--- src/rtl/mem_port_arbiter.sv ---
// Two-port arbiter sharing one single-ported synchronous memory between
// instruction fetch and the MEM stage; one transaction in flight at a time.
module mem_port_arbiter #(
  parameter int ADDR_W      = 8,
  parameter int LAT         = 1,
  parameter int MEM_RUN_MAX = 3
) (
  input  logic              Clock,
  input  logic              Resetn,
  input  logic              if_req,
  input  logic [ADDR_W-1:0] if_addr,
  output logic              if_ack,
  output logic [31:0]       if_rdata,
  output logic              if_stall,
  input  logic              dm_req,
  input  logic              dm_we,
  input  logic [ADDR_W-1:0] dm_addr,
  input  logic [31:0]       dm_wdata,
  output logic              dm_ack,
  output logic [31:0]       dm_rdata,
  output logic              dm_stall,
  output logic              mem_en,
  output logic              mem_we,
  output logic [ADDR_W-1:0] mem_addr,
  output logic [31:0]       mem_wdata,
  input  logic [31:0]       mem_rdata
);

  localparam int RUN_W = (MEM_RUN_MAX < 2) ? 1 : $clog2(MEM_RUN_MAX + 1);
  localparam logic [RUN_W-1:0] RUN_MAX   = RUN_W'(MEM_RUN_MAX);
  localparam logic [2:0]       WAIT_INIT = 3'(LAT - 1);

  typedef enum logic [1:0] {
    IDLE = 2'd0,
    BUSY = 2'd1,
    DONE = 2'd2
  } state_t;

  state_t           state_r;
  state_t           state_s;
  logic [2:0]       wait_r;
  logic [RUN_W-1:0] run_r;
  logic             owner_dm_r;
  logic             grant_dm_s;
  logic             grant_if_s;
  logic             busy_done_s;

  // Next-state and arbitration; IF wins a tie only once MEM has run its quota
  always_comb begin
    state_s     = state_r;
    grant_dm_s  = 1'b0;
    grant_if_s  = 1'b0;
    busy_done_s = 1'b0;
    case (state_r)
      IDLE: begin
        if (dm_req && (!if_req || (run_r != RUN_MAX))) begin
          grant_dm_s = 1'b1;
          state_s    = BUSY;
        end else if (if_req) begin
          grant_if_s = 1'b1;
          state_s    = BUSY;
        end else begin
          state_s = IDLE;
        end
      end
      BUSY: begin
        if (wait_r == 3'd0) begin
          busy_done_s = 1'b1;
          state_s     = DONE;
        end else begin
          state_s = BUSY;
        end
      end
      DONE:    state_s = IDLE;
      default: state_s = IDLE;
    endcase
  end

  // State register
  always_ff @(posedge Clock) begin
    if (Resetn) begin
      state_r <= IDLE;
    end else begin
      state_r <= state_s;
    end
  end

  // Datapath: memory command registers, counters, acks and read data
  always_ff @(posedge Clock) begin
    if (Resetn) begin
      wait_r     <= 3'd0;
      run_r      <= '0;
      owner_dm_r <= 1'b0;
      mem_en     <= 1'b0;
      mem_we     <= 1'b0;
      mem_addr   <= '0;
      mem_wdata  <= 32'd0;
      if_ack     <= 1'b0;
      dm_ack     <= 1'b0;
      if_rdata   <= 32'd0;
      dm_rdata   <= 32'd0;
    end else begin
      if_ack <= 1'b0;
      dm_ack <= 1'b0;
      if (grant_dm_s) begin
        owner_dm_r <= 1'b1;
        mem_en     <= 1'b1;
        mem_we     <= dm_we;
        mem_addr   <= dm_addr;
        mem_wdata  <= dm_wdata;
        wait_r     <= WAIT_INIT;
        if (!if_req) begin
          run_r <= '0;
        end else if (run_r != RUN_MAX) begin
          run_r <= run_r + RUN_W'(1);
        end else begin
          run_r <= run_r;
        end
      end else if (grant_if_s) begin
        owner_dm_r <= 1'b0;
        mem_en     <= 1'b1;
        mem_we     <= 1'b0;
        mem_addr   <= if_addr;
        wait_r     <= WAIT_INIT;
        run_r      <= '0;
      end else if (busy_done_s) begin
        mem_en <= 1'b0;
        mem_we <= 1'b0;
        if (owner_dm_r) begin
          dm_ack <= 1'b1;
          if (!mem_we) begin
            dm_rdata <= mem_rdata;
          end
        end else begin
          if_ack   <= 1'b1;
          if_rdata <= mem_rdata;
        end
      end else if (state_r == BUSY) begin
        wait_r <= wait_r - 3'd1;
      end
    end
  end

  assign if_stall = if_req & ~if_ack;
  assign dm_stall = dm_req & ~dm_ack;

endmodule

--- config.mk ---
export PLATFORM = sky130hd
export DESIGN_NAME = mem_port_arbiter
export DESIGN_NICKNAME = d
export VERILOG_FILES = /design/src/rtl/mem_port_arbiter.sv
export SDC_FILE = /design/constraint.sdc
export NUM_CORES = 1
export LEC_CHECK = 0
export CORE_MARGIN = 4
export CORE_UTILIZATION = 40
export CTS_BUF_LIST = sky130_fd_sc_hd__clkbuf_2 sky130_fd_sc_hd__clkbuf_4 sky130_fd_sc_hd__clkbuf_8
export DETAILED_ROUTE_END_ITERATION = 10
export PLACE_DENSITY = 0.75
export SLEW_MARGIN = 10
export SYNTH_ARGS = -nofsm -noshare
export SYNTH_HDL_FRONTEND = slang
export SYNTH_SLANG_ARGS = --single-unit
--- constraint.sdc ---
create_clock -name Clock -period 4 [get_ports Clock]
set_clock_uncertainty 0.15 [all_clocks]
set_input_delay 0.6 -clock Clock [delete_from_list [all_inputs] [get_ports Clock]]
set_output_delay 0.6 -clock Clock [all_outputs]
set_load 0.005 [all_outputs]
==> out/metrics.cfg <==
[place]
numPortBuffers = 194
post-dp-hpwl_mm = 10.1
dp.cells = 832
dpl_worst_slack_ns = 0.972
gp_congestion = 0.768
dpl_cell_area_sq_um = 6740

[cts]
ctsResizeCount = 0
clock_sinks = 116
clock_latency_ns = 0.42
hold_buffers = 0
clkTransAtPathRegs_ns = 0.06
cts_max_level = 4
clockBufferDepth = 2
post_cts_buffers = 0
cts_buffers = 17
cts_tree = done
clockRootBuffer = clkbuf_8

[timing]
hold_viol_final = 0
fin_ws_ns = 0.963
timing.slew.headroom_pct = 35.1
rsz0062_at_grt = no
setup_violations = 0
fin_crit_ns = 3.04
finalCritPeriodShare_pct = 75.9
fmax_ghz = 0.329
fin_setup_tns_ns = 0
tightestPinTransition_ns = 0.971
drv_slew = 0

[floorplan]
rows = 39
ios = 195
coreArea_sq_um = 11500
die-area_sq_um = 13700
initial_utilization_pct = 41.3
die_h_um = 117
die_x_um = 117

[setup_path]
cp.required_ns = 3.25
path_class = input port to primary output
startpoint_type = input port
endpoint_kind = primary output
worstPathArrival_ns = 2.29
path_max_fanout = 33

[drt]
routed_wl_mm = 14.8
antenna_left = 0
viasPerCell = 5.37
drc = 0
num_vias = 4621
wire_per_inst_um = 17.2
dr.pass1.iters = 4
drtIter0Drc = 351

[yosys]
synth_largest_area_cell = dfxtp_1
synth-seq-area-share_pct = 48.8
synth_area_sq_um = 4760
yosys_warnings = 0
netlist_instances = 539
synth.distinct_cells = 31
avgSynthCellArea_sq_um = 8.83
synth_fp_nets = 627
ys_ff_latch = 116
netlist.area_leader.share_pct = 48.8
yosys-top-cells-area = dfxtp_1 49%, nand2b_1 8.5%, a21oi_1 8.4%

[power_and_ir_drop]
p_leak_nw = 2.44
total_power_mw = 2.75
power_density_nw_per_um2 = 387
ir_drop_uv = 208

[finish]
layout.nets = 796
antenna_cells = 0
area_growth_syn_to_layout_pct = 49.4
fin_area_sq_um = 7110
num-fill-cells = 1002
drive_gt1_share_pct = 6.27
instances_no_fill = 861

[global_routing]
antenna_found_initial = 0
grt.total_usage_pct = 21.6
grt_pass1_vias = 4577
grt_max_degree = 147
grt_overflow_total = 0
grt_pass1_wl_mm = 23.2

[outcome]
status = completed

[min_path]
hp-class = flip-flop to flip-flop

[run]
max_cap_violations = 0

Yosys cell counts (all sizes together):
cell type	count
dfxtp	116
a311oi	1
nor4bb	1
clkinv	1
nand4bb	1
mux2i	32
nand3	67
nand4	1
o211ai	1
clkbuf	49
nand4b	1
a21oi	80
nand2b	65
inv	3
buf	5
a211o	1
o21ai	67
a21bo	1
nor2b	2
a21o	2
nand2	1
a22oi	1
nor3	20
or2	2
a211oi	1
a2111oi	9
nor2	5
ha	3
report_power, final:
part | internal (mW) | switching, mW
Sequential | 1.22 | 0.0369
Clock | 0.573 | 0.425
Combinational | 0.262 | 0.235
Total | 2.06 | 0.697
state kept, by name, indices dropped and copies added, names as in the netlist:
name,cells
if_rdata,32
mem_wdata,32
dm_rdata,32
mem_we,1
state_r,2
run_r,2
mem_en,1
if_ack,1
owner_dm_r,1
wait_r,3
mem_addr,8
dm_ack,1
routing by layer:
layer	vias up	part of all wire (%)	GRT usage, %	wire length (um)
met4	0	3.1	11.2	463
met3	29	4.5	5.86	670
li1	2236	-	-	-
met2	131	52	35.8	7670
met1	2225	41	25.6	6030
met5	-	0	0	0
placed cells by master (no fill, tap or decap), drive strengths merged:
cell           instances
a2111oi                9
a311oi                 1
o21ai                 67
mux2i                 32
buf                   11
clkdlybuf4s50        193
or2                    2
a211oi                 1
nor4bb                 1
bufinv                 1
a22oi                  1
ha                     3
nand3                 67
o211ai                 1
dfxtp                116
nor2                   5
nor2b                  2
nand4                  1
a21o                   2
nand2b                65
nor3                  20
nand4bb                1
clkinv                 5
a21oi                 80
clkbuf                24
a211o                  1
inv                    3
nand4b                 1
nand2                  1
a21bo                  1
path summary, 6_finish.rpt:
check | start | end | slack, ns | cells past startpoint
hold reg to reg | dm_rdata[14]$_SDFFE_PP0P_ | dm_rdata[14]$_SDFFE_PP0P_ | 0.32 | 2
hold / removal | dm_rdata[14]$_SDFFE_PP0P_ | dm_rdata[14]$_SDFFE_PP0P_ | 0.32 | 2
setup / recovery | dm_req | dm_stall | 0.96 | 5
setup reg to reg | wait_r[0]$_SDFFE_PP0P_ | if_rdata[11]$_SDFFE_PP0P_ | 1.62 | 6
worst max-delay path: stages:
cell	delay, ns
clkdlybuf4s50_1	0.59
buf_4	0.37
inv_1	0.10
nor2_1	0.12
clkdlybuf4s50_1	0.50
final cells by class:
class                           instances  area, sq um  area share (%)
Clock buffer                           24          318            4.47
Timing Repair Buffer                  204         2020            28.4
Multi-Input combinational cell        365         2210            31.1
Sequential cell                       116         2320            32.7
Inverter                                4         15.0           0.211
Tap cell                              143          179            2.52
Clock inverter                          5         50.0           0.704
cell families after synthesis:
family,count (synthesis),share of synthesized area (%)
AO/OA/AOI/OAI,164,19.0
adder cells (fa/ha/maj),3,0.789
buffers and inverters,58,5.28
flip-flops,116,48.8
multiplexers,32,6.73
AND/OR/NAND/NOR,166,19.4
through the flow:
| step | utilization, % | hold WS (ns) |
|---|---|---|
| floorplan | - | 0.303 |
| global placement | 58.5 | 0.308 |
| detailed placement | 58.5 | 0.310 |
| CTS | 61.7 | 0.325 |
| global route | 61.8 | 0.344 |
| finish | 61.8 | 0.322 |
No activity file was read; power rests on OpenSTA's default activity.
